$ cat src/rtl/laundry_pkg.sv
// Shared laundry definitions: at_floor codes, scheduler states, timer thresholds.
// Latency: none (types and constants only); backpressure: n/a.
package laundry_pkg;

    localparam logic [2:0] AT_DONE = 3'd0;
    localparam logic [2:0] FLOOR_1 = 3'd1;
    localparam logic [2:0] FLOOR_2 = 3'd2;
    localparam logic [2:0] FLOOR_3 = 3'd3;
    localparam logic [2:0] FLOOR_4 = 3'd4;
    localparam logic [2:0] AT_IDLE = 3'd5;

    localparam int DWELL_TICKS = 10;
    localparam int WASH_TICKS  = 50;

    typedef enum logic [1:0] {
        IDLE     = 2'd0,
`ifdef LAUNDRY_SCHED_COLLECT_EN
        COLLECT  = 2'd1,
`endif
        DISPATCH = 2'd2,
        BUSY     = 2'd3
    } sched_state_t;

    // One-hot pending bit addressed by an at_floor code; non-floor codes select nothing.
    function automatic logic [3:0] floor_mask(input logic [2:0] code);
        logic [3:0] mask;
        mask = 4'b0000;
        case (code)
            FLOOR_1:          mask = 4'b0001;
            FLOOR_2:          mask = 4'b0010;
            FLOOR_3:          mask = 4'b0100;
            FLOOR_4:          mask = 4'b1000;
            AT_IDLE, AT_DONE: mask = 4'b0000;
            default:          mask = 4'b0000;
        endcase
        return mask;
    endfunction

endpackage

$ cat src/rtl/laundry_scheduler_if.sv
// Scheduler <-> controller signal bundle; master drives requests/controller status.
// Latency: wires only; backpressure: none.
interface laundry_scheduler_if;
    logic [3:0] req_btn;
    logic [2:0] at_floor;
    logic       clear;
    logic       wash_done;
    logic [3:0] req_laundry;
    logic       start;
    logic       count_eq10;
    logic       count_eq50;
    logic       busy;
    logic [7:0] rounds_done;

    modport master (
        output req_btn, at_floor, clear, wash_done,
        input  req_laundry, start, count_eq10, count_eq50, busy, rounds_done
    );

    modport slave (
        input  req_btn, at_floor, clear, wash_done,
        output req_laundry, start, count_eq10, count_eq50, busy, rounds_done
    );
endinterface

$ cat src/rtl/laundry_timer.sv
// Shared dwell/wash timer: counts up every cycle, clear wins, saturates at all-ones.
// Latency: flags combinational from the timer register; backpressure: none.
module laundry_timer
    import laundry_pkg::*;
#(
    parameter int TIMER_W = 6
) (
    input  logic clk,
    input  logic reset,
    input  logic clear,
    output logic count_eq10,
    output logic count_eq50
);

    localparam logic [TIMER_W-1:0] TIMER_MAX = '1;

    logic [TIMER_W-1:0] timer;

    always_ff @(posedge clk or negedge reset) begin
        if (!reset) begin
            timer <= '0;
        end else if (clear) begin
            timer <= '0;
        end else if (timer != TIMER_MAX) begin
            timer <= timer + 1'b1;
        end
    end

    assign count_eq10 = (timer == TIMER_W'(DWELL_TICKS));
    assign count_eq50 = (timer == TIMER_W'(WASH_TICKS));

endmodule

$ cat src/rtl/laundry_scheduler.sv
// Laundry round scheduler: latches floor requests, batches them, issues one start per round.
// Latency: start 1 cycle after pending (COLLECT_CYCLES+1 with LAUNDRY_SCHED_COLLECT_EN); backpressure: none.
module laundry_scheduler
    import laundry_pkg::*;
#(
    parameter int COLLECT_CYCLES = 20,
    parameter int TIMER_W        = 6
) (
    input  logic                clk,
    input  logic                reset,
    laundry_scheduler_if.slave  bus
);

    if (COLLECT_CYCLES < 1 || COLLECT_CYCLES > 255) begin : g_bad_cfg
        $error("laundry_scheduler: COLLECT_CYCLES must be 1..255");
    end

    sched_state_t state, state_n;
    logic [3:0]   pending;
    logic [3:0]   clr_mask;
    logic         start_q;
    logic         busy_c;
    logic [7:0]   rounds_q;

    // Set beats clear: the clear mask is applied first, then new requests OR in.
    assign clr_mask = bus.clear ? floor_mask(bus.at_floor) : 4'b0000;

    always_ff @(posedge clk or negedge reset) begin
        if (!reset) begin
            pending <= 4'b0000;
        end else begin
            pending <= (pending & ~clr_mask) | bus.req_btn;
        end
    end

`ifdef LAUNDRY_SCHED_COLLECT_EN
    localparam logic [7:0] WIN_LAST = 8'(COLLECT_CYCLES - 1);

    logic [7:0] win_cnt;

    // Window runs from entry into COLLECT; requests arriving meanwhile do not touch it.
    always_ff @(posedge clk or negedge reset) begin
        if (!reset) begin
            win_cnt <= 8'd0;
        end else if (state == COLLECT && state_n == COLLECT) begin
            win_cnt <= win_cnt + 8'd1;
        end else begin
            win_cnt <= 8'd0;
        end
    end
`endif

    // State register; start is registered so it coincides with the DISPATCH cycle.
    always_ff @(posedge clk or negedge reset) begin
        if (!reset) begin
            state   <= IDLE;
            start_q <= 1'b0;
        end else begin
            state   <= state_n;
            start_q <= (state_n == DISPATCH);
        end
    end

    always_comb begin
        state_n = state;
        case (state)
            IDLE: begin
                if (|pending) begin
`ifdef LAUNDRY_SCHED_COLLECT_EN
                    state_n = COLLECT;
`else
                    state_n = DISPATCH;
`endif
                end
            end
`ifdef LAUNDRY_SCHED_COLLECT_EN
            COLLECT: begin
                if (win_cnt == WIN_LAST) begin
                    state_n = DISPATCH;
                end
            end
`endif
            DISPATCH: state_n = BUSY;
            BUSY: begin
                if (bus.wash_done) begin
                    state_n = IDLE;
                end
            end
            default: state_n = IDLE;
        endcase
    end

    always_comb begin
        busy_c = 1'b0;
        case (state)
            DISPATCH, BUSY: busy_c = 1'b1;
            default:        busy_c = 1'b0;
        endcase
    end

    // Only a completion seen while BUSY counts; stray pulses elsewhere are dropped.
    always_ff @(posedge clk or negedge reset) begin
        if (!reset) begin
            rounds_q <= 8'd0;
        end else if (state == BUSY && bus.wash_done) begin
            rounds_q <= rounds_q + 8'd1;
        end
    end

    laundry_timer #(
        .TIMER_W (TIMER_W)
    ) u_timer (
        .clk        (clk),
        .reset      (reset),
        .clear      (bus.clear),
        .count_eq10 (bus.count_eq10),
        .count_eq50 (bus.count_eq50)
    );

    assign bus.req_laundry = pending;
    assign bus.start       = start_q;
    assign bus.busy        = busy_c;
    assign bus.rounds_done = rounds_q;

endmodule

$ cat src/flat_wrapper.sv
// flat-port wrapper written by rule: the top's interface ports become plain ports
module laundry_scheduler_flat import laundry_pkg::*;
#(
    parameter int COLLECT_CYCLES = 20,
    parameter int TIMER_W        = 6
)
  (clk, reset, bus_req_btn, bus_at_floor, bus_clear, bus_wash_done, bus_req_laundry, bus_start, bus_count_eq10, bus_count_eq50, bus_busy, bus_rounds_done);
  laundry_scheduler_if bus_i ();
  input  logic clk;
  input  logic reset;
  input wire logic [$bits(bus_i.req_btn)-1:0] bus_req_btn;
  input wire logic [$bits(bus_i.at_floor)-1:0] bus_at_floor;
  input wire logic [$bits(bus_i.clear)-1:0] bus_clear;
  input wire logic [$bits(bus_i.wash_done)-1:0] bus_wash_done;
  output wire logic [$bits(bus_i.req_laundry)-1:0] bus_req_laundry;
  output wire logic [$bits(bus_i.start)-1:0] bus_start;
  output wire logic [$bits(bus_i.count_eq10)-1:0] bus_count_eq10;
  output wire logic [$bits(bus_i.count_eq50)-1:0] bus_count_eq50;
  output wire logic [$bits(bus_i.busy)-1:0] bus_busy;
  output wire logic [$bits(bus_i.rounds_done)-1:0] bus_rounds_done;
  assign bus_i.req_btn = bus_req_btn;
  assign bus_i.at_floor = bus_at_floor;
  assign bus_i.clear = bus_clear;
  assign bus_i.wash_done = bus_wash_done;
  assign bus_req_laundry = bus_i.req_laundry;
  assign bus_start = bus_i.start;
  assign bus_count_eq10 = bus_i.count_eq10;
  assign bus_count_eq50 = bus_i.count_eq50;
  assign bus_busy = bus_i.busy;
  assign bus_rounds_done = bus_i.rounds_done;
  laundry_scheduler #(.COLLECT_CYCLES(COLLECT_CYCLES), .TIMER_W(TIMER_W)) u_core (.clk(clk), .reset(reset), .bus(bus_i));
endmodule
$ cat config.mk
export PLATFORM = sky130hd
export DESIGN_NAME = laundry_scheduler_flat
export DESIGN_NICKNAME = d
export VERILOG_FILES = /design/src/rtl/laundry_pkg.sv /design/src/rtl/laundry_scheduler_if.sv /design/src/rtl/laundry_timer.sv /design/src/rtl/laundry_scheduler.sv /design/src/flat_wrapper.sv
export SDC_FILE = /design/constraint.sdc
export NUM_CORES = 1
export LEC_CHECK = 0
export ABC_CLOCK_PERIOD_IN_PS = 1650
export CAP_MARGIN = 20
export CORE_MARGIN = 10
export CORE_UTILIZATION = 46
export DETAILED_ROUTE_END_ITERATION = 8
export HOLD_SLACK_MARGIN = 0.15
export PLACE_DENSITY = 0.79
export SLEW_MARGIN = 20
export SYNTH_ARGS = -nofsm -noshare
export SYNTH_HDL_FRONTEND = slang
export SYNTH_HIERARCHICAL = 1
export SYNTH_SLANG_ARGS = --single-unit
$ cat constraint.sdc
create_clock -name clk -period 1.65 [get_ports clk]
set_clock_uncertainty 0.2 [all_clocks]
set_input_delay 0.33 -clock clk [delete_from_list [all_inputs] [get_ports clk]]
set_output_delay 0.33 -clock clk [all_outputs]
set_load 0.02 [all_outputs]
; Word level (Yosys, flattened, before mapping)
; Index checks and enable logic that the tools add are counted.
[totals]
ff_bits = 21
[classes]
n_reduce_logical = 5
bitwise_logic = 3
n_eq_ne = 10
n_mux = 8
n_addsub = 2
[op_table]
columns = cell, n
row1 = case mux 4 bit (4 select lines), 1
row2 = two-way mux 6 bit, 2
row3 = "adder 8 x 1 -> 8 bit, second input constant", 1
row4 = "adder 6 x 1 -> 6 bit, second input constant", 1
row5 = "equality test 2 bit, second input constant", 3
row6 = "equality test 3 x 2 -> 1 bit, second input constant", 2
row7 = "equality test 6 x 4 -> 1 bit, second input constant", 1
row8 = "equality test 6 bit, second input constant", 1
row9 = "inequality test 6 bit, second input constant", 1
row10 = case mux 2 bit (3 select lines), 1
row11 = AND 4 bit, 1
row12 = two-way mux 2 bit, 2
row13 = two-way mux 4 bit, 1
row14 = NOT 4 bit, 1
row15 = bitwise OR 4 bit, 1
row16 = OR reduction 4 bit, 1
row17 = "equality test 3 x 1 -> 1 bit, second input constant", 1
row18 = "equality test 3 bit, second input constant", 1
row19 = zero test 2 bit, 1
row20 = nonzero test 2 bit, 1
row21 = OR reduction 2 bit, 1
row22 = logical AND 1 bit, 1
row23 = two-way mux 1 bit, 1

; Longest topological paths before layout
[logic_depth]
ltp_word = 6
depth_mapped = 4

; Cells and area by module
; The synthesis kept the hierarchy.
[by_module_without_submodules]
columns = mod, area_per_inst_um2, cells_per_inst, instances
row1 = laundry_scheduler, 644.4, 50, 1
row2 = laundry_timer, 345.3, 34, 1

; Worst setup path after synthesis
; No wires, ideal clock.
[synth_timing]
kind = reg-to-output
start = reg u_core.u_timer.timer[0]
end = out bus_count_eq10
path_stages_with_launch = 5
t_arrival_ps = 1381
path_slack_ps = -261
path_buffers = 0
required_time_ps = 1120
path_cell_list = dfrtp_1 -> inv_1 -> ha_1 -> nand2b_1 -> nor4b_1
[synth_between]
elab_chain_cells = 1
[synth_rtl]
columns = item, line
row1 = start: declaration, laundry_timer.sv:17  ; logic [TIMER_W-1:0] timer;
row2 = start signal: assignment, laundry_timer.sv:25  ; timer <= timer + 1'b1;
row3 = equality test 6 x 4 -> 1 bit, laundry_timer.sv:29  ; assign count_eq10 = (timer == TIMER_W'(DWELL_TICKS));
row4 = end: declaration, flat_wrapper.sv:17  ; output wire logic [$bits(bus_i.count_eq10)-1:0] bus_count_eq10;
; Every way passes these cells.

; Worst setup path in the final report
; Same ends and word-level chain as after synthesis.

==> flow_metrics.tcl <==
set metrics [dict create \
    crit_family "flip-flops" \
    drv_cap 0 \
    irDropWorstVdd_v 0.000919 \
    synth.most_common_cell "dfrtp_1" \
    postPlaceCellArea_sq_um 1400 \
    fin_nets 148 \
    hold_slack_ps 169 \
    drc 0 \
    routed-via-count 871 \
    hp-class "input port to asynchronous set/reset pin" \
    rows 16 \
    slew_headroom 0.745 \
    synthFlopType "dfrtp_1" \
    clkTransAtPathRegs_ps 110 \
    fp.dieW_microns 66.4 \
    fill_cells 149 \
    leakage_nw 0.658 \
    insertion_delay_ps 290 \
    async_reset_ff_frac 1.00 \
    core_sq_um 2000 \
    swShare 0.355 \
    cts_tree "built" \
    critPathSlowestCell "dfrtp_1" \
    layout-drive-gt1-share 0.301 \
    status "finished, violations left" \
    antenna_left 0 \
    root_buffer "clkbuf_4" \
    fin_util 0.736 \
    critPathMaxFanout 2 \
    ios 27 \
    finalCriticalPeriod_ps 1910 \
    synth_top_area_frac 0.531 \
    power.density_nw_per_um2 1110 \
    wirelength_microns 2530 \
    ys_ff_latch 21 \
    tns_ps -385 \
    yosysTopAreaCell "dfrtp_1" \
    io_buffer_count 26 \
    synth_cell_types 32 \
    rsz0062_at_grt "true" \
    worstMarginPinSlew_ps 378 \
    die-area_sq_um 4410 \
    grt_max_degree 22 \
    p_int_w 0.00106 \
    areaGrowthSynthToFinish_pct 48.9 \
    cp.depth 5 \
    p_total_w 0.00164 \
    clkPwrFrac 0.149 \
    critPathMaxStageDelay_ps 420 \
    grt_pass1_wl_microns 4190 \
    critPathBufInv 2 \
    grt-busiest-layer "met2" \
    htree_levels 1 \
    max_freq_mhz 525 \
    synth_area_sq_um 990 \
    r2r_cells 5 \
    n_antenna_cell 0 \
    antenna_found_initial 0 \
    initial_core_util 0.494 \
    synth_edf_count 0 \
    seq_area_frac_synth 0.531 \
    fin_ws_ps -256 \
    numCtsBuffers 3 \
    yosysWarnings 6 \
    grt_use_total 0.120 \
    overflow 0 \
    finalInstanceArea_sq_um 1470 \
    dieHeight_microns 66.4 \
    cp.required_ps 1120 \
    post-route-period-util 1.15 \
    violations "setup timing" \
    synth_common_cells "dfrtp_1, nor3_1, xnor2_1" \
    clock-sinks 21 \
    path_class "flop to output pin" \
    viasPerCell 5.44 \
    hold_buffers 0 \
    worstPathCellList "inv_2, ha_4, nand2b_4, nor4b_4, buf_4" \
    startpoint_type "flop" \
    dpl.hpwl_microns 1850 \
    wl_per_cell_microns 15.8 \
    use_met1 0.126 \
    grt_use_met3 0.0542 \
    drtIter0Drc 31 \
    globalRouteMet2Util 0.212 \
    p_switching_w 0.000583 \
    firstDrtPassIters 4 \
    hold_violations 0 \
    synth_nets 98 \
    setup_viol 2 \
    syn_area_per_cell_sq_um 11.8 \
    seqPwrFrac 0.419 \
    clk_path_buf_depth 2 \
    slew_viol_final 0 \
    crit_arrival_ps 1380 \
    syn_inst 84 \
    pwr-share-comb 0.432 \
    grt_pass1_vias 914 \
    synth_area_leaders "dfrtp_1, xnor2_1, ha_1" \
    place.gp.congestion 0.825 \
    endpoint_kind "output pin" \
]
## flip-flops by register name, indices dropped and copies added (netlist names)
name                    cells
u_core/bus.req_laundry      4
u_core/bus.rounds_done      8
u_core/bus.start            1
u_core/state                2
u_core/u_timer/timer        6
## path summary, 6_finish.rpt
check,endpoint,start,slack [ps]
max in group asynchronous,u_core/bus.rounds_done[0]$_DFFE_PN0P_,reset,870
min in group clk,u_core/bus.rounds_done[7]$_DFFE_PN0P_,u_core/bus.rounds_done[7]$_DFFE_PN0P_,280
min,u_core/u_timer/timer[5]$_DFFE_PN0P_,reset,170
max,bus_count_eq10,u_core/u_timer/timer[0]$_DFFE_PN0P_,-260
min reg2reg,u_core/bus.rounds_done[7]$_DFFE_PN0P_,u_core/bus.rounds_done[7]$_DFFE_PN0P_,280
max reg2reg,u_core/u_timer/timer[1]$_DFFE_PN0P_,u_core/u_timer/timer[1]$_DFFE_PN0P_,30
## layout by cell type (no fill, tap or decap), types with 3 or more instances in the layout
cell and n:
clkbuf_4 3, clkdlybuf4s50_1 10, nand2_1 3, nand3_1 3, o21bai_1 3, xnor2_1 5, nand4_1 3, buf_4 23
dfrtp_1 21, a21o_1 4, nor3_1 4, dlygate4sd2_1 12, nor2_1 3, a31oi_1 4
## metal layers
layer | vias to the layer above | wire length [microns]
li1 | 411 | -
met2 | 39 | 1320
met4 | 0 | 46
met3 | 6 | 208
met1 | 415 | 962
met5 | - | 0
## through the flow
step,std cells,setup slack (ps)
final,160,-256
after floorplan,84,-13.3
after detailed placement,151,-468
after global routing,160,-348
after global placement,151,-393
after CTS,157,-281
## power by group through the flow
stage	registers, W	logic (W)	clock network (W)
2_1_floorplan	0.000847	0.000196	0
3_3_place_gp	0.000694	0.000734	0
5_1_grt	0.000707	0.000760	0.000275
6_report	0.000687	0.000709	0.000243
3_5_place_dp	0.000702	0.000752	0
4_1_cts	0.000689	0.000706	0.000253
## area by class of cell
| class | count | area, sq um | area share |
|---|---|---|---|
| clock buffer | 4 | 26.3 | 0.0178 |
| timing repair buffer | 47 | 398 | 0.270 |
| tap | 27 | 33.8 | 0.0229 |
| inverter | 3 | 11.3 | 0.00764 |
| sequential | 21 | 526 | 0.357 |
| multi-input combinational | 58 | 479 | 0.325 |
## logic make-up after synthesis
logic type | Yosys count | synth area share
DFF | 21 | 0.531
adders and majority gates | 3 | 0.0379
AOI/OAI and AO/OA | 16 | 0.121
xor gates and xnor gates | 7 | 0.0619
muxes | 1 | 0.0114
and+or+nand+nor | 31 | 0.209
buffers and inverters | 5 | 0.0278
## what timing repair did
action                                  4_1_cts  5_1_grt
gates resized for setup                      29        4
cloned                                        0        0
pin swaps                                     3        2
endpoints found under the setup margin       16        5
buffers inserted                              2        3
No activity file was read; power rests on OpenSTA's default activity.
